## src/rtl/sh7604_intc_onchip_if.sv

```systemverilog
`default_nettype none
// ============================================================================
// Module      : sh7604_intc_onchip_if
// Description : IBUS register-access bundle for the SH7604 on-chip INTC.
//               The master drives the address, data, lanes and strobes.
//               The slave returns read data, BUSY and ACT.
//   A    [31:0] address          DI  [31:0] write data
//   BA   [3:0]  byte lanes       WE         write strobe
//   REQ         bus request      DO  [31:0] read data
//   BUSY        wait request     ACT        address hit
// Revision    : 1.0 - initial release
// ============================================================================
interface sh7604_intc_onchip_if;
  logic [31:0] A;
  logic [31:0] DI;
  logic [31:0] DO;
  logic [3:0]  BA;
  logic        WE;
  logic        REQ;
  logic        BUSY;
  logic        ACT;

  modport master (output A, DI, BA, WE, REQ, input DO, BUSY, ACT);
  modport slave  (input A, DI, BA, WE, REQ, output DO, BUSY, ACT);
endinterface
`default_nettype wire

```

## src/rtl/sh7604_intc_onchip.sv

```systemverilog
`default_nettype none
// ============================================================================
// Module      : sh7604_intc_onchip
// Description : On-chip peripheral interrupt controller. It holds the
//               IPRA/IPRB and VCRA..VCRD/VCRWDT registers on IBUS. It
//               arbitrates the 11 module IRQ lines into one level and one
//               vector for the CPU. It freezes the winner across the
//               acknowledge handshake.
// Ports       : CLK, RST_N (async, active low)
//               CE_R/CE_F   rising/falling phase enables
//               EN          arbitration enable
//               RES_N       sync chip reset
//               IBUS        register bus (slave modport)
//               SRC_IRQ[10:0], DMA0_VEC, DMA1_VEC, DIVU_VEC, INT_ACK
//               INT_LVL[3:0], INT_VEC[7:0], INT_ACK_SRC[10:0]
// Revision    : 1.0 - initial release
// ============================================================================
module sh7604_intc_onchip #(
  parameter int LOCK_CYC = 2
) (
  input  logic                       CLK,
  input  logic                       RST_N,
  input  logic                       CE_R,
  input  logic                       CE_F,
  input  logic                       EN,
  input  logic                       RES_N,
  sh7604_intc_onchip_if.slave        IBUS,
  input  logic [10:0]                SRC_IRQ,
  input  logic [7:0]                 DMA0_VEC,
  input  logic [7:0]                 DMA1_VEC,
  input  logic [7:0]                 DIVU_VEC,
  input  logic                       INT_ACK,
  output logic [3:0]                 INT_LVL,
  output logic [7:0]                 INT_VEC,
  output logic [10:0]                INT_ACK_SRC
);

  // Register file slots
  localparam logic [2:0] c_IPRB = 3'd0, c_VCRA = 3'd1, c_VCRB = 3'd2,
                         c_VCRC = 3'd3, c_VCRD = 3'd4, c_IPRA = 3'd5,
                         c_VCRW = 3'd6;
  localparam int c_CW = (LOCK_CYC > 1) ? $clog2(LOCK_CYC) : 1;

  typedef enum logic [1:0] {ST_IDLE = 2'd0, ST_PEND = 2'd1, ST_LOCK = 2'd2} state_t;

  // Implemented bits per register. The other bits are never stored, so
  // they read back as 0.
  function automatic logic [15:0] f_mask(input logic [2:0] idx);
    case (idx)
      c_IPRB:  f_mask = 16'hFF00;
      c_IPRA:  f_mask = 16'hFFF0;
      c_VCRD,
      c_VCRW:  f_mask = 16'h7F00;
      default: f_mask = 16'h7F7F;
    endcase
  endfunction

  logic [15:0] r_regs [0:6];
  logic [15:0] r_reg_do;
  logic        w_hit;
  logic [2:0]  w_idx;
  logic [15:0] w_wd, w_old, w_wval;
  logic [1:0]  w_be;
  logic        w_wr;
  logic        w_unused_ok;

  // --------------------------------------------------------------------------
  // Address decode (halfword registers, so A[0] plays no role)
  // --------------------------------------------------------------------------
  always_comb begin
    w_hit = 1'b0;
    w_idx = c_IPRB;
    if (IBUS.A[31:8] == 24'hFFFFFE) begin
      case ({IBUS.A[7:1], 1'b0})
        8'h60: begin w_hit = 1'b1; w_idx = c_IPRB; end
        8'h62: begin w_hit = 1'b1; w_idx = c_VCRA; end
        8'h64: begin w_hit = 1'b1; w_idx = c_VCRB; end
        8'h66: begin w_hit = 1'b1; w_idx = c_VCRC; end
        8'h68: begin w_hit = 1'b1; w_idx = c_VCRD; end
        8'hE2: begin w_hit = 1'b1; w_idx = c_IPRA; end
        8'hE4: begin w_hit = 1'b1; w_idx = c_VCRW; end
        default: ;
      endcase
    end
  end

  assign w_unused_ok = &{1'b0, IBUS.A[0]};

  // A[1] selects the halfword lane. be[1] is the high byte of that lane.
  assign w_wd   = IBUS.A[1] ? IBUS.DI[15:0] : IBUS.DI[31:16];
  assign w_be   = IBUS.A[1] ? IBUS.BA[1:0]  : IBUS.BA[3:2];
  assign w_old  = r_regs[w_idx];
  assign w_wval = {w_be[1] ? w_wd[15:8] : w_old[15:8],
                   w_be[0] ? w_wd[7:0]  : w_old[7:0]} & f_mask(w_idx);
  assign w_wr   = IBUS.REQ & IBUS.WE & w_hit;

  always_ff @(posedge CLK or negedge RST_N) begin
    if (!RST_N) begin
      for (int i = 0; i < 7; i++) r_regs[i] <= '0;
    end else if (CE_R) begin
      if (!RES_N) begin
        for (int i = 0; i < 7; i++) r_regs[i] <= '0;
      end else if (w_wr) begin
        r_regs[w_idx] <= w_wval;
      end
    end
  end

  always_ff @(posedge CLK or negedge RST_N) begin
    if (!RST_N)
      r_reg_do <= '0;
    else if (CE_F)
      r_reg_do <= (IBUS.REQ && !IBUS.WE && w_hit) ? r_regs[w_idx] : 16'h0000;
  end

  assign IBUS.DO   = (IBUS.REQ && w_hit) ? {r_reg_do, r_reg_do} : 32'h0;
  assign IBUS.BUSY = 1'b0;
  assign IBUS.ACT  = w_hit;

  // --------------------------------------------------------------------------
  // Per-source level/vector and the combinational arbiter
  // --------------------------------------------------------------------------
  logic [3:0]  w_src_lvl [0:10];
  logic [7:0]  w_src_vec [0:10];
  logic [3:0]  w_best_lvl;
  logic [7:0]  w_best_vec;
  logic [10:0] w_best_src;
  logic        w_any;

  assign w_src_lvl[10] = r_regs[c_IPRA][15:12];
  assign w_src_lvl[9]  = r_regs[c_IPRA][11:8];
  assign w_src_lvl[8]  = r_regs[c_IPRA][11:8];
  assign w_src_lvl[7]  = r_regs[c_IPRA][7:4];
  assign w_src_lvl[6]  = r_regs[c_IPRB][15:12];
  assign w_src_lvl[5]  = r_regs[c_IPRB][15:12];
  assign w_src_lvl[4]  = r_regs[c_IPRB][15:12];
  assign w_src_lvl[3]  = r_regs[c_IPRB][15:12];
  assign w_src_lvl[2]  = r_regs[c_IPRB][11:8];
  assign w_src_lvl[1]  = r_regs[c_IPRB][11:8];
  assign w_src_lvl[0]  = r_regs[c_IPRB][11:8];

  assign w_src_vec[10] = DIVU_VEC;
  assign w_src_vec[9]  = DMA0_VEC;
  assign w_src_vec[8]  = DMA1_VEC;
  assign w_src_vec[7]  = {1'b0, r_regs[c_VCRW][14:8]};
  assign w_src_vec[6]  = {1'b0, r_regs[c_VCRA][14:8]};
  assign w_src_vec[5]  = {1'b0, r_regs[c_VCRA][6:0]};
  assign w_src_vec[4]  = {1'b0, r_regs[c_VCRB][14:8]};
  assign w_src_vec[3]  = {1'b0, r_regs[c_VCRB][6:0]};
  assign w_src_vec[2]  = {1'b0, r_regs[c_VCRC][14:8]};
  assign w_src_vec[1]  = {1'b0, r_regs[c_VCRC][6:0]};
  assign w_src_vec[0]  = {1'b0, r_regs[c_VCRD][14:8]};

  // The scan runs upward with >=, so on equal levels the higher index wins.
  always_comb begin
    w_best_lvl = 4'd0;
    w_best_vec = 8'd0;
    w_best_src = 11'd0;
    for (int i = 0; i < 11; i++) begin
      if (SRC_IRQ[i] && (w_src_lvl[i] != 4'd0) && (w_src_lvl[i] >= w_best_lvl)) begin
        w_best_lvl = w_src_lvl[i];
        w_best_vec = w_src_vec[i];
        w_best_src = 11'(1) << i;
      end
    end
    w_any = (w_best_lvl != 4'd0);
  end

  // --------------------------------------------------------------------------
  // Request/acknowledge FSM
  // --------------------------------------------------------------------------
  state_t      r_state;
  logic [3:0]  r_lvl;
  logic [7:0]  r_vec;
  logic [10:0] r_src;
  logic [10:0] r_ack_src;
  logic [c_CW-1:0] r_lock_cnt;

  always_ff @(posedge CLK or negedge RST_N) begin
    if (!RST_N) begin
      r_state    <= ST_IDLE;
      r_lvl      <= '0;
      r_vec      <= '0;
      r_src      <= '0;
      r_ack_src  <= '0;
      r_lock_cnt <= '0;
    end else if (CE_R) begin
      r_ack_src <= '0;
      if (!RES_N) begin
        r_state    <= ST_IDLE;
        r_lvl      <= '0;
        r_vec      <= '0;
        r_src      <= '0;
        r_lock_cnt <= '0;
      end else if (EN) begin
        case (r_state)
          ST_IDLE: begin
            if (w_any) begin
              r_lvl   <= w_best_lvl;
              r_vec   <= w_best_vec;
              r_src   <= w_best_src;
              r_state <= ST_PEND;
            end
          end
          ST_PEND: begin
            if (INT_ACK) begin
              // Acknowledge the source the CPU actually saw, not the
              // winner of this cycle.
              r_ack_src  <= r_src;
              r_lock_cnt <= c_CW'(LOCK_CYC - 1);
              r_state    <= ST_LOCK;
            end else if (w_any) begin
              r_lvl <= w_best_lvl;
              r_vec <= w_best_vec;
              r_src <= w_best_src;
            end else begin
              r_lvl   <= '0;
              r_vec   <= '0;
              r_src   <= '0;
              r_state <= ST_IDLE;
            end
          end
          ST_LOCK: begin
            if (r_lock_cnt == '0) begin
              r_lvl   <= '0;
              r_vec   <= '0;
              r_src   <= '0;
              r_state <= ST_IDLE;
            end else begin
              r_lock_cnt <= r_lock_cnt - 1'b1;
            end
          end
          default: r_state <= ST_IDLE;
        endcase
      end
    end
  end

  assign INT_LVL     = r_lvl;
  assign INT_VEC     = r_vec;
  assign INT_ACK_SRC = r_ack_src;

endmodule
`default_nettype wire

```

## src/flat_wrapper.sv

```systemverilog
// flat-port wrapper written by rule: the top's interface ports become plain ports
module sh7604_intc_onchip_flat 
#(
  parameter int LOCK_CYC = 2
)
  (CLK, RST_N, CE_R, CE_F, EN, RES_N, SRC_IRQ, DMA0_VEC, DMA1_VEC, DIVU_VEC, INT_ACK, INT_LVL, INT_VEC, INT_ACK_SRC, IBUS_A, IBUS_DI, IBUS_BA, IBUS_WE, IBUS_REQ, IBUS_DO, IBUS_BUSY, IBUS_ACT);
  sh7604_intc_onchip_if IBUS_i ();
  input  logic CLK;
  input  logic RST_N;
  input  logic CE_R;
  input  logic CE_F;
  input  logic EN;
  input  logic RES_N;
  input  logic [10:0] SRC_IRQ;
  input  logic [7:0] DMA0_VEC;
  input  logic [7:0] DMA1_VEC;
  input  logic [7:0] DIVU_VEC;
  input  logic INT_ACK;
  output logic [3:0] INT_LVL;
  output logic [7:0] INT_VEC;
  output logic [10:0] INT_ACK_SRC;
  input wire logic [$bits(IBUS_i.A)-1:0] IBUS_A;
  input wire logic [$bits(IBUS_i.DI)-1:0] IBUS_DI;
  input wire logic [$bits(IBUS_i.BA)-1:0] IBUS_BA;
  input wire logic [$bits(IBUS_i.WE)-1:0] IBUS_WE;
  input wire logic [$bits(IBUS_i.REQ)-1:0] IBUS_REQ;
  output wire logic [$bits(IBUS_i.DO)-1:0] IBUS_DO;
  output wire logic [$bits(IBUS_i.BUSY)-1:0] IBUS_BUSY;
  output wire logic [$bits(IBUS_i.ACT)-1:0] IBUS_ACT;
  assign IBUS_i.A = IBUS_A;
  assign IBUS_i.DI = IBUS_DI;
  assign IBUS_i.BA = IBUS_BA;
  assign IBUS_i.WE = IBUS_WE;
  assign IBUS_i.REQ = IBUS_REQ;
  assign IBUS_DO = IBUS_i.DO;
  assign IBUS_BUSY = IBUS_i.BUSY;
  assign IBUS_ACT = IBUS_i.ACT;
  sh7604_intc_onchip #(.LOCK_CYC(LOCK_CYC)) u_core (.CLK(CLK), .RST_N(RST_N), .CE_R(CE_R), .CE_F(CE_F), .EN(EN), .RES_N(RES_N), .IBUS(IBUS_i), .SRC_IRQ(SRC_IRQ), .DMA0_VEC(DMA0_VEC), .DMA1_VEC(DMA1_VEC), .DIVU_VEC(DIVU_VEC), .INT_ACK(INT_ACK), .INT_LVL(INT_LVL), .INT_VEC(INT_VEC), .INT_ACK_SRC(INT_ACK_SRC));
endmodule
```

## config.mk

```make
export PLATFORM = sky130hd
export DESIGN_NAME = sh7604_intc_onchip_flat
export DESIGN_NICKNAME = d
export VERILOG_FILES = /design/src/rtl/sh7604_intc_onchip_if.sv /design/src/rtl/sh7604_intc_onchip.sv /design/src/flat_wrapper.sv
export SDC_FILE = /design/constraint.sdc
export NUM_CORES = 1
export LEC_CHECK = 0
export CAP_MARGIN = 20
export CORE_MARGIN = 2
export CORE_UTILIZATION = 40
export CTS_CLUSTER_DIAMETER = 150
export CTS_CLUSTER_SIZE = 28
export DETAILED_ROUTE_END_ITERATION = 8
export GPL_TIMING_DRIVEN = 0
export SLEW_MARGIN = 30
export SYNTH_ARGS = -nofsm -noshare
export SYNTH_HDL_FRONTEND = slang
export SYNTH_SLANG_ARGS = --single-unit
```

## constraint.sdc

```tcl
create_clock -name CLK -period 21.5 [get_ports CLK]
set_input_delay 3.225 -clock CLK [delete_from_list [all_inputs] [get_ports CLK]]
set_output_delay 3.225 -clock CLK [all_outputs]
set_load 0.01 [all_outputs]
```

==> insert_results.sql, run 1 <==
INSERT INTO impl_metrics (metric_group, metric, value, unit) VALUES
('status', 'outcome', 'completed', ''),
('setup_path', 'arrival_time_at_the_worst_endpoint', '20.73', 'ns'),
('sta', 'hold_viol', '0', ''),
('place', 'count_of_placed_standard_cells_including_taps', '1737', ''),
('setup_path', 'cp_top_family', 'compound AO/OA/AOI/OAI gates', ''),
('global_routing', 'grt_max_degree', '85', ''),
('layout', 'design.final.nets', '1564', ''),
('sta', 'tightest_slew', '0.9029', 'ns'),
('sta', 'setup-violations-final', '0', ''),
('layout', 'diodes', '0', ''),
('clocking', 'post_cts_resized', '0', ''),
('min_path', 'min-delay-path-class', 'reg2reg', ''),
('global_routing', 'wire_length_of_the_first_global_routing_pass', '53220', 'µm'),
('sta', 'finalWorstPathRequiredPeriod', '20.40', 'ns'),
('synth', 'yosys.area.top_type_share', '40.84', '%'),
('setup_path', 'timing.critical_path.required', '21.83', 'ns'),
('floorplan', 'core_area', '24960', 'µm²'),
('route', 'detailedRoute.firstPassIterationCount', '7', ''),
('route', 'met1Wirelength', '15050', 'µm'),
('clocking', 'post_cts_buffers', '0', ''),
('pwr', 'ir_drop', '47.59', 'µV'),
('floorplan', 'die_width', '163.0', 'µm'),
('global_routing', 'globalRouteOverflowTotal', '0', ''),
('setup_path', 'worst-path-buf-inv', '9', ''),
('floorplan', 'io-pin-count', '169', ''),
('layout', 'finalNonFillerCells', '1767', ''),
('clocking', 'cts.hold.buffers_added', '0', ''),
('clocking', 'clk_pin_slew', '0.07', 'ns'),
('synth', 'synth_sequential_area_ratio', '40.84', '%'),
('sta', 'clock.fmax', '49.02', 'MHz'),
('route', 'detail_route.wl_per_cell', '19.20', 'µm'),
('route', 'routed.top_layer', 'met4', ''),
('synth', 'yosys_most_used_dff', 'dfrtp_1', ''),
('setup_path', 'critical_path.max_stage_delay', '0.64', 'ns'),
('global_routing', 'antenna_violations_before_repair', '0', ''),
('flow_run', 'drv_cap', '0', ''),
('synth', 'dominant_cell_type_by_area_after_synthesis', 'dfrtp_1', ''),
('place', 'placedInstanceArea', '12270', 'µm²'),
('clocking', 'h_tree_lvl_count', '4', ''),
('route', 'routed-via-count', '10060', ''),
('synth', 'yosys_warnings', '0', ''),
('synth', 'asyncSetResetFlopFracSynth', '100.0', '%'),
('layout', 'post_route_cells_drive_above_1_share', '6.681', '%'),
('layout', 'layout_common_cells', 'nand2_1 (254), dfrtp_1 (165), clkdlybuf4s50_1 (164)', ''),
('clocking', 'clockBufferDepth', '2', ''),
('clocking', 'cts_root_buf', 'clkbuf_16', ''),
('route', 'drcViolationCount', '0', ''),
('sta', 'timing_max_transition_violations_final', '0', ''),
('setup_path', 'cp_slowest_cell', 'or4b_2', ''),
('setup_path', 'worst-setup-path-type', 'in2reg', ''),
('clocking', 'clock_tree_from_tritoncts', 'done', ''),
('route', 'detailedRoute.firstIterationViolations', '907', ''),
('setup_path', 'timing.critical_path.to_type', 'register', ''),
('pwr', 'powerDensity', '55.15', 'nW/µm²'),
('synth', 'synthesis.area_per_instance', '8.161', 'µm²'),
('place', 'buffer_ports.inserted', '165', ''),
('layout', 'layout.core_utilization', '51.50', '%'),
('route', 'routed-wl-met3', '1862', 'µm'),
('clocking', 'cts_num_sinks', '165', ''),
('clocking', 'insertion_delay', '0.44', 'ns'),
('layout', 'layout.cells.most_common', 'nand2_1', ''),
('global_routing', 'grt_pass1_vias', '9665', ''),
('sta', 'slew_headroom', '39.34', '%'),
('synth', 'netlist_area', '10110', 'µm²'),
('route', 'detailroute.wirelength.met2', '16090', 'µm'),
('global_routing', 'grt_util_overall', '25.90', '%'),
('synth', 'number_of_different_library_cells_in_the_post_synthesis_netlist', '81', ''),
('route', 'postRouteWirelength', '33920', 'µm'),
('layout', 'syn2layout_area_growth', '27.15', '%'),
('synth', 'post_synth_main_area_contributors', 'dfrtp_1 (41%), nand2_1 (9.4%), o21ai_0 (7.0%), a21oi_1 (3.4%), ha_1 (3.3%)', ''),
('synth', 'synth_seq_cells', '165', '');
==> cells by family after synthesis <==
family	after synthesis	synth area share [%]
buf+inv	126	5.519
simple gates	503	23.39
flops	165	40.84
fa+ha+maj	27	3.341
mux	23	2.339
compound gates	394	24.54
other cells	1	0.03709
==> flip-flops by register name, summed over array words and instances (netlist names) <==
signal / count
u_core.INT_LVL: 4
u_core.r_state: 2
u_core.INT_VEC: 8
u_core.r_lock_cnt: 1
u_core.r_regs: 112
u_core.INT_ACK_SRC: 11
u_core.r_src: 11
u_core.r_reg_do: 16
==> area by class of cell <==
type	count	area, µm²	area share [%]
sequential	165	4129	32.12
inverter	42	157.7	1.226
buffer	83	400.4	3.114
multi-input combinational	948	5459	42.46
clock inverter	13	141.4	1.100
tap	330	412.9	3.212
clock buffer	18	439.2	3.416
timing repair buffer	168	1717	13.35
==> per-stage QoR <==
stage                     total power, W  TNS, ns  hold slack, ns  worst slack, ns
after floorplan                0.0003606        0          0.4420            3.758
after global placement         0.0004039   -1.886          0.4633          -0.1210
after detailed placement       0.0004057        0          0.4650           0.1374
after CTS                      0.0007109        0          0.4814           0.4804
after global routing           0.0007333        0          0.4998         0.008720
final                          0.0007090        0          0.4792            1.102
==> worst paths after layout <==
kind / start / endpoint / slack, ns / cells after the start
setup reg to reg: u_core.r_regs[107] / u_core.INT_VEC[6] / 4.03 / 73
max in group asynchronous: RST_N / u_core.r_regs[53] / 18.17 / 2
hold reg to reg: u_core.INT_VEC[2] / u_core.INT_VEC[2] / 0.48 / 2
hold / removal: u_core.INT_VEC[2] / u_core.INT_VEC[2] / 0.48 / 2
min in group asynchronous: RST_N / u_core.INT_ACK_SRC[8] / 2.63 / 1
setup / recovery: SRC_IRQ[1] / u_core.INT_VEC[6] / 1.10 / 74
==> report_power, final <==
group / switching, W / leakage, nW / internal (W)
Combinational: 0.0000502 / 2.82 / 0.0000351
Clock: 0.000143 / 0.277 / 0.000166
Sequential: 0.00000189 / 2.30 / 0.000313
==> synthesized netlist by cell type (13+ instances only) <==
cell type,n
a21oi_1,69
inv_1,42
nand3_1,24
nand2_1,254
a211oi_1,21
and2_1,43
a31oi_1,18
mux2i_1,18
ha_1,27
nor2b_1,14
o21ai_1,16
nor2_1,70
and3_1,20
nand2b_1,17
o31ai_1,13
buf_4,18
o211ai_1,30
clkbuf_1,58
dfrtp_1,165
o21ai_0,142
==> per-layer routing <==
metal | track usage (%) | up-vias
li1 | - | 4772
met1 | 35.08 | 4878
met2 | 42.37 | 346
met3 | 4.431 | 60
met4 | 8.166 | 0
met5 | 0 | -
==> worst min-delay path, stage by stage (launching register included) <==
cell and delay [ns]:
dfrtp_1 0.34, nand2_1 0.05, o31ai_1 0.05
Power figures use the tool's default switching activity.
==> run 2, diff against run 1 <==
--- a/config.mk
+++ b/config.mk
@@ -7,11 +7,11 @@
 export LEC_CHECK = 0
 export CAP_MARGIN = 20
 export CORE_MARGIN = 2
-export CORE_UTILIZATION = 40
+export CORE_UTILIZATION = 50
 export CTS_CLUSTER_DIAMETER = 150
-export CTS_CLUSTER_SIZE = 28
 export DETAILED_ROUTE_END_ITERATION = 8
 export GPL_TIMING_DRIVEN = 0
+export PLACE_DENSITY = 0.76
 export SLEW_MARGIN = 30
 export SYNTH_ARGS = -nofsm -noshare
 export SYNTH_HDL_FRONTEND = slang
==> run 2 against run 1 <==
Cell count shrank 3.5%. Sequential cell count is the same. Sequential power is essentially flat. Register-to-register slack improved by 0.13 ns. Wire length is 3.4% lower. Die area shrank 20%. Sequential share of layout area increased by 0.28 points. Global-route usage increased by 5.2 points. Count of clock-buffer cells in the layout unchanged. Critical endpoint is now u_core.r_state[0]. Design area shrank 0.86%. First-iteration DRC count up 33%. Setup slack better by 0.14 ns.
==> insert_results.sql, run 2 (synthesized netlist as in run 1, its figures left out) <==
INSERT INTO impl_metrics (metric_group, metric, value, unit) VALUES
('layout', 'post_route_cells_drive_above_1_share', '6.685', '%'),
('sta', 'rsz_0062_raised_after_global_routing', 'no', ''),
('sta', 'hold_viol', '0', ''),
('route', 'drcViolationCount', '0', ''),
('global_routing', 'grt_max_degree', '85', ''),
('pwr', 'ir_drop', '62.26', 'µV'),
('clocking', 'h_tree_lvl_count', '4', ''),
('sta', 'slew_headroom', '36.78', '%'),
('layout', 'layout_common_cells', 'nand2_1 (254), dfrtp_1 (165), clkdlybuf4s50_1 (164)', ''),
('flow_run', 'drv_cap', '0', ''),
('route', 'detailedRoute.firstIterationViolations', '1206', ''),
('floorplan', 'core_area', '20040', 'µm²'),
('layout', 'diodes', '0', ''),
('global_routing', 'antenna_violations_before_repair', '0', ''),
('clocking', 'clock_tree_from_tritoncts', 'done', ''),
('global_routing', 'globalRouteOverflowTotal', '0', ''),
('setup_path', 'startpoint_type', 'input pin', ''),
('setup_path', 'critical_path.max_stage_delay', '0.62', 'ns'),
('floorplan', 'io-pin-count', '169', ''),
('min_path', 'holdPathStages', '2', ''),
('place', 'buffer_ports.inserted', '165', ''),
('sta', 'setup-violations-final', '0', ''),
('clocking', 'clk_pin_slew', '0.07', 'ns'),
('floorplan', 'die_width', '146.2', 'µm'),
('setup_path', 'cpMostUsedCell', 'ha_1', ''),
('floorplan', 'die_height', '146.2', 'µm'),
('sta', 'timing_max_transition_violations_final', '0', ''),
('layout', 'largestRegisters', 'u_core.r_regs x112, u_core.r_reg_do x16', ''),
('route', 'via_per_inst', '5.934', ''),
('place', 'dpl.hpwl', '25120', 'µm'),
('sta', 'finalWorstPathRequiredPeriod', '20.26', 'ns'),
('setup_path', 'worst-setup-path-type', 'in2reg', ''),
('route', 'detail_route.wl_per_cell', '19.20', 'µm'),
('sta', 'tightest_slew', '0.9411', 'ns'),
('setup_path', 'timing.critical_path.required', '21.81', 'ns'),
('floorplan', 'floorplan.initialDensity', '50.46', '%'),
('layout', 'largest_register', 'u_core.r_regs', ''),
('route', 'ant_nets', '0', ''),
('sta', 'fin_worst_skew', '0.01317', 'ns'),
('global_routing', 'wire_length_of_the_first_global_routing_pass', '52380', 'µm'),
('layout', 'syn2layout_area_growth', '26.06', '%'),
('place', 'gp_congestion', '0.9575', ''),
('status', 'outcome', 'completed', ''),
('clocking', 'cts_num_sinks', '165', ''),
('pwr', 'powerDensity', '55.12', 'nW/µm²'),
('setup_path', 'timing.critical_path.to_type', 'register', ''),
('clocking', 'insertion_delay', '0.44', 'ns'),
('setup_path', 'timing.reg2reg.worst_path_depth', '72', ''),
('route', 'routed-via-count', '10120', ''),
('sta', 'clock.fmax', '49.36', 'MHz'),
('floorplan', 'fp.dieArea', '21380', 'µm²'),
('global_routing', 'grt_util_overall', '31.05', '%'),
('floorplan', 'floorplan.rows', '52', ''),
('layout', 'largest_register_ff_count', '112', ''),
('route', 'postRouteWirelength', '32760', 'µm'),
('pwr', 'p_leak', '5.392', 'nW'),
('setup_path', 'arrival_time_at_the_worst_endpoint', '20.57', 'ns'),
('setup_path', 'worstPathMaxFanout', '10', ''),
('global_routing', 'grt_pass1_vias', '9797', ''),
('layout', 'layout.core_utilization', '63.61', '%'),
('setup_path', 'cp_slowest_cell', 'or4b_2', ''),
('sta', 'finalHoldWorstSlack', '0.4769', 'ns'),
('sta', 'final_min_period_over_clock_period', '94.23', '%'),
('route', 'detailedRoute.firstPassIterationCount', '6', ''),
('clocking', 'cts.hold.buffers_added', '0', ''),
('layout', 'design.final.nets', '1563', ''),
('clocking', 'cts-buffers-inserted', '17', ''),
('clocking', 'clockBufferDepth', '2', ''),
('clocking', 'cts_root_buf', 'clkbuf_16', ''),
('layout', 'layout.cells.most_common', 'nand2_1', ''),
('min_path', 'min-delay-path-class', 'reg2reg', '');
## run 2: final timing paths
| kind | slack (ns) | from | endpoint |
|---|---|---|---|
| setup / recovery | 1.24 | SRC_IRQ[1] | u_core.r_state[0] |
| hold / removal | 0.48 | u_core.INT_VEC[3] | u_core.INT_VEC[3] |
| setup reg to reg | 4.16 | u_core.r_regs[107] | u_core.r_state[0] |
| hold reg to reg | 0.48 | u_core.INT_VEC[3] | u_core.INT_VEC[3] |
| max in group asynchronous | 17.85 | RST_N | u_core.r_regs[66] |
| min in group asynchronous | 2.77 | RST_N | u_core.INT_ACK_SRC[8] |
## run 2: cell type report
class / instances / area [µm²]
Clock inverter: 13 / 138.9
Buffer: 83 / 400.4
Fill cell: 1844 / 7293
Inverter: 42 / 157.7
Tap cell: 270 / 337.8
Timing Repair Buffer: 167 / 1689
Sequential cell: 165 / 4129
Clock buffer: 18 / 429.2
Multi-Input combinational cell: 948 / 5464
## run 2: where the power goes
group,total [W],switching (W),internal (W)
combinational,0.0000850,0.0000503,0.0000347
clock,0.000303,0.000140,0.000163
sequential,0.000315,0.00000197,0.000313
## run 2: timing repair
item	in CTS	in global routing
setup buffers	0	0
endpoints found under the setup margin	0	25
gates resized for setup	0	9
## run 2: layer usage
layer  track usage (%)  share of wire [%]  vias up
met5                 0                  0        -
met4             11.75                3.4        0
met3             6.094                7.0       77
met2             49.53                 47      413
met1             42.20                 42     4857
li1                  -                  -     4777
## run 2: metrics by stage
step / std cells / total power, W / worst slack, ns / setup TNS (ns) / cell area, µm²
floorplan: 1239 / 0.0003606 / 3.758 / 0 / 10110
global placement: 1674 / 0.0004023 / -0.03341 / -0.06764 / 12100
finish: 1706 / 0.0007026 / 1.242 / 0 / 12750
detailed placement: 1676 / 0.0004039 / 0.1190 / 0 / 12160
global route: 1706 / 0.0007263 / 0.02196 / 0 / 12750
CTS: 1707 / 0.0007026 / 0.5026 / 0 / 12730
## run 2: worst max-delay path, delay by kind of cell
family	cells	cell delay, ns
AO/OA/AOI/OAI	34	7.46
AND/OR/NAND/NOR	20	4.59
adder cells (fa/ha/maj)	9	2.54
buffers and inverters	8	2.07
multiplexers	2	0.62
==> run 3, diff against run 2 <==
--- a/config.mk
+++ b/config.mk
@@ -12,6 +12,7 @@
 export DETAILED_ROUTE_END_ITERATION = 8
 export GPL_TIMING_DRIVEN = 0
 export PLACE_DENSITY = 0.76
+export REMOVE_ABC_BUFFERS = 1
 export SLEW_MARGIN = 30
 export SYNTH_ARGS = -nofsm -noshare
 export SYNTH_HDL_FRONTEND = slang
==> run 3 against run 2 <==
Sequential share of layout area grew 0.34 points. Cell count shrank 3.7%. Register-to-register slack is essentially flat. Fmax grew 0.34%. Sequential power is essentially flat. Via count shrank 0.51%. Combinational power grew 6.4%. Critical path depth shrank 1. Sequential cell count is the same. Setup slack gained 0.069 ns. Die area is the same. Hold slack gained 0.0014 ns. Critical path type unchanged. Largest power group unchanged. Highest routed layer unchanged.
==> insert_results.sql, run 3 (synthesized netlist as in run 1, its figures left out) <==
INSERT INTO impl_metrics (metric_group, metric, value, unit) VALUES
('status', 'outcome', 'completed', ''),
('floorplan', 'io-pin-count', '169', ''),
('clocking', 'cts_num_sinks', '165', ''),
('sta', 'slew_headroom', '41.59', '%'),
('setup_path', 'timing.critical_path.to_type', 'register', ''),
('sta', 'clock.fmax', '49.53', 'MHz'),
('clocking', 'clockBufferDepth', '2', ''),
('clocking', 'clock_tree_from_tritoncts', 'done', ''),
('clocking', 'insertion_delay', '0.44', 'ns'),
('route', 'routed-via-count', '10070', ''),
('floorplan', 'fp.dieArea', '21380', 'µm²'),
('sta', 'setup-violations-final', '0', ''),
('route', 'postRouteWirelength', '31950', 'µm'),
('clocking', 'cts_root_buf', 'clkbuf_16', ''),
('route', 'ant_nets', '0', ''),
('global_routing', 'grt_pass1_vias', '9798', ''),
('layout', 'layout.cells.most_common', 'nand2_1', ''),
('setup_path', 'worst-setup-path-type', 'in2reg', ''),
('min_path', 'min-delay-path-class', 'reg2reg', ''),
('flow_run', 'drv_cap', '0', ''),
('route', 'detailedRoute.firstIterationViolations', '1081', ''),
('setup_path', 'timing.critical_path.required', '21.82', 'ns'),
('sta', 'finalWorstPathRequiredPeriod', '20.19', 'ns'),
('setup_path', 'arrival_time_at_the_worst_endpoint', '20.51', 'ns'),
('global_routing', 'antenna_violations_before_repair', '0', ''),
('place', 'buffer_ports.inserted', '166', ''),
('sta', 'final.setup.worst_slack', '1.310', 'ns'),
('route', 'detail_route.wl_per_cell', '19.45', 'µm'),
('floorplan', 'die_width', '146.2', 'µm'),
('pwr', 'powerDensity', '54.57', 'nW/µm²'),
('floorplan', 'floorplan.rows', '52', ''),
('layout', 'largest_register_ff_count', '112', ''),
('setup_path', 'critical_path.max_stage_delay', '0.61', 'ns'),
('sta', 'tightest_slew', '0.8760', 'ns'),
('layout', 'design.final.nets', '1499', ''),
('setup_path', 'worstPathMaxFanout', '24', ''),
('clocking', 'cts.hold.buffers_added', '0', ''),
('layout', 'largest_register', 'u_core.r_regs', ''),
('place', 'dpl.hpwl', '22330', 'µm'),
('pwr', 'p_leak', '5.301', 'nW'),
('place', 'placedInstanceArea', '11990', 'µm²'),
('layout', 'fillers', '1752', ''),
('layout', 'layout_common_cells', 'nand2_1 (254), dfrtp_1 (165), clkdlybuf4s50_1 (164)', ''),
('setup_path', 'cp_slowest_cell', 'or4b_2', ''),
('sta', 'final_min_period_over_clock_period', '93.91', '%'),
('global_routing', 'globalRouteOverflowTotal', '0', ''),
('clocking', 'clk_pin_slew', '0.06', 'ns'),
('layout', 'largestRegisters', 'u_core.r_regs x112, u_core.r_reg_do x16', ''),
('clocking', 'h_tree_lvl_count', '4', ''),
('route', 'drcViolationCount', '0', ''),
('layout', 'syn2layout_area_growth', '24.76', '%'),
('place', 'dpl_worst_slack', '0.5930', 'ns'),
('sta', 'fin_worst_skew', '0.007913', 'ns'),
('sta', 'rsz_0062_raised_after_global_routing', 'no', ''),
('global_routing', 'wire_length_of_the_first_global_routing_pass', '50720', 'µm'),
('floorplan', 'floorplan.initialDensity', '50.46', '%'),
('setup_path', 'cpMostUsedCell', 'ha_1', ''),
('place', 'gp_congestion', '0.8901', ''),
('floorplan', 'core_area', '20040', 'µm²'),
('clocking', 'cts-buffers-inserted', '17', ''),
('global_routing', 'grt_max_degree', '77', ''),
('layout', 'final_design_area_no_fill', '12610', 'µm²'),
('route', 'via_per_inst', '6.130', ''),
('sta', 'timing_max_transition_violations_final', '0', ''),
('layout', 'diodes', '0', ''),
('floorplan', 'die_height', '146.2', 'µm'),
('route', 'detailedRoute.firstPassIterationCount', '8', ''),
('sta', 'hold_viol', '0', ''),
('layout', 'post_route_cells_drive_above_1_share', '7.575', '%'),
('pwr', 'ir_drop', '56.32', 'µV'),
('setup_path', 'startpoint_type', 'input pin', ''),
('global_routing', 'grt_util_overall', '29.82', '%');
-- run 3: report_power, final --
part           internal [W]  switching, W
registers          0.000313    0.00000212
clock network      0.000149      0.000135
logic             0.0000376     0.0000527
-- run 3: per-layer routing --
layer  up-vias  part of all wire (%)  wire length (µm)  global-route usage (%)
met4         0                   3.9              1233                   12.77
met5         -                     0                 0                       0
li1       4659                     -                 -                       -
met3        93                   8.2              2631                   6.188
met2       527                    48             15210                   49.15
met1      4793                    40             12870                   38.31
-- run 3: critical path, delay by kind of cell --
family                   cells  cell delay (ns)
AO/OA/AOI/OAI               35             7.52
multiplexers                 1             0.39
buffers and inverters        4             1.14
AND/OR/NAND/NOR             23             5.52
adder cells (fa/ha/maj)      9             2.63
-- run 3: area by class of cell --
type	instances	area [µm²]	area share [%]
clock buffer	18	429.2	3.402
clock inverter	14	107.6	0.8530
inverter	42	157.7	1.250
multi-input combinational	949	5567	44.13
sequential	165	4129	32.73
tap	270	337.8	2.678
timing repair buffer	185	1887	14.96
-- run 3: path summary, 6_finish.rpt --
kind,from,end,cells past startpoint,slack [ns]
worst min register to register,u_core.r_src[3],u_core.r_src[3],2,0.48
max in group asynchronous,RST_N,u_core.r_regs[37],3,17.87
worst max-delay path,SRC_IRQ[1],u_core.INT_VEC[6],72,1.31
worst max register to register,u_core.r_regs[107],u_core.INT_VEC[6],71,4.17
min in group asynchronous,RST_N,u_core.INT_ACK_SRC[1],1,2.65
worst min-delay path,u_core.r_src[3],u_core.r_src[3],2,0.48
-- run 3: per-stage QoR --
stage | util (%) | hold slack (ns) | total power, W | setup TNS [ns] | instances
after floorplan | - | 0.4431 | 0.0003549 | 0 | 1155
after global placement | 58.44 | 0.4570 | 0.0003965 | -81.37 | 1591
after detailed placement | 59.84 | 0.4627 | 0.0004006 | 0 | 1604
after CTS | 62.52 | 0.4784 | 0.0006790 | 0 | 1636
after global routing | 62.95 | 0.4993 | 0.0007103 | 0 | 1643
final | 62.95 | 0.4783 | 0.0006883 | 0 | 1643
-- run 3: timing repair --
item / 4_1_cts / 5_1_grt
endpoints found under the setup margin: 0 / 23
resized for setup: 0 / 3
buffers inserted: 0 / 6
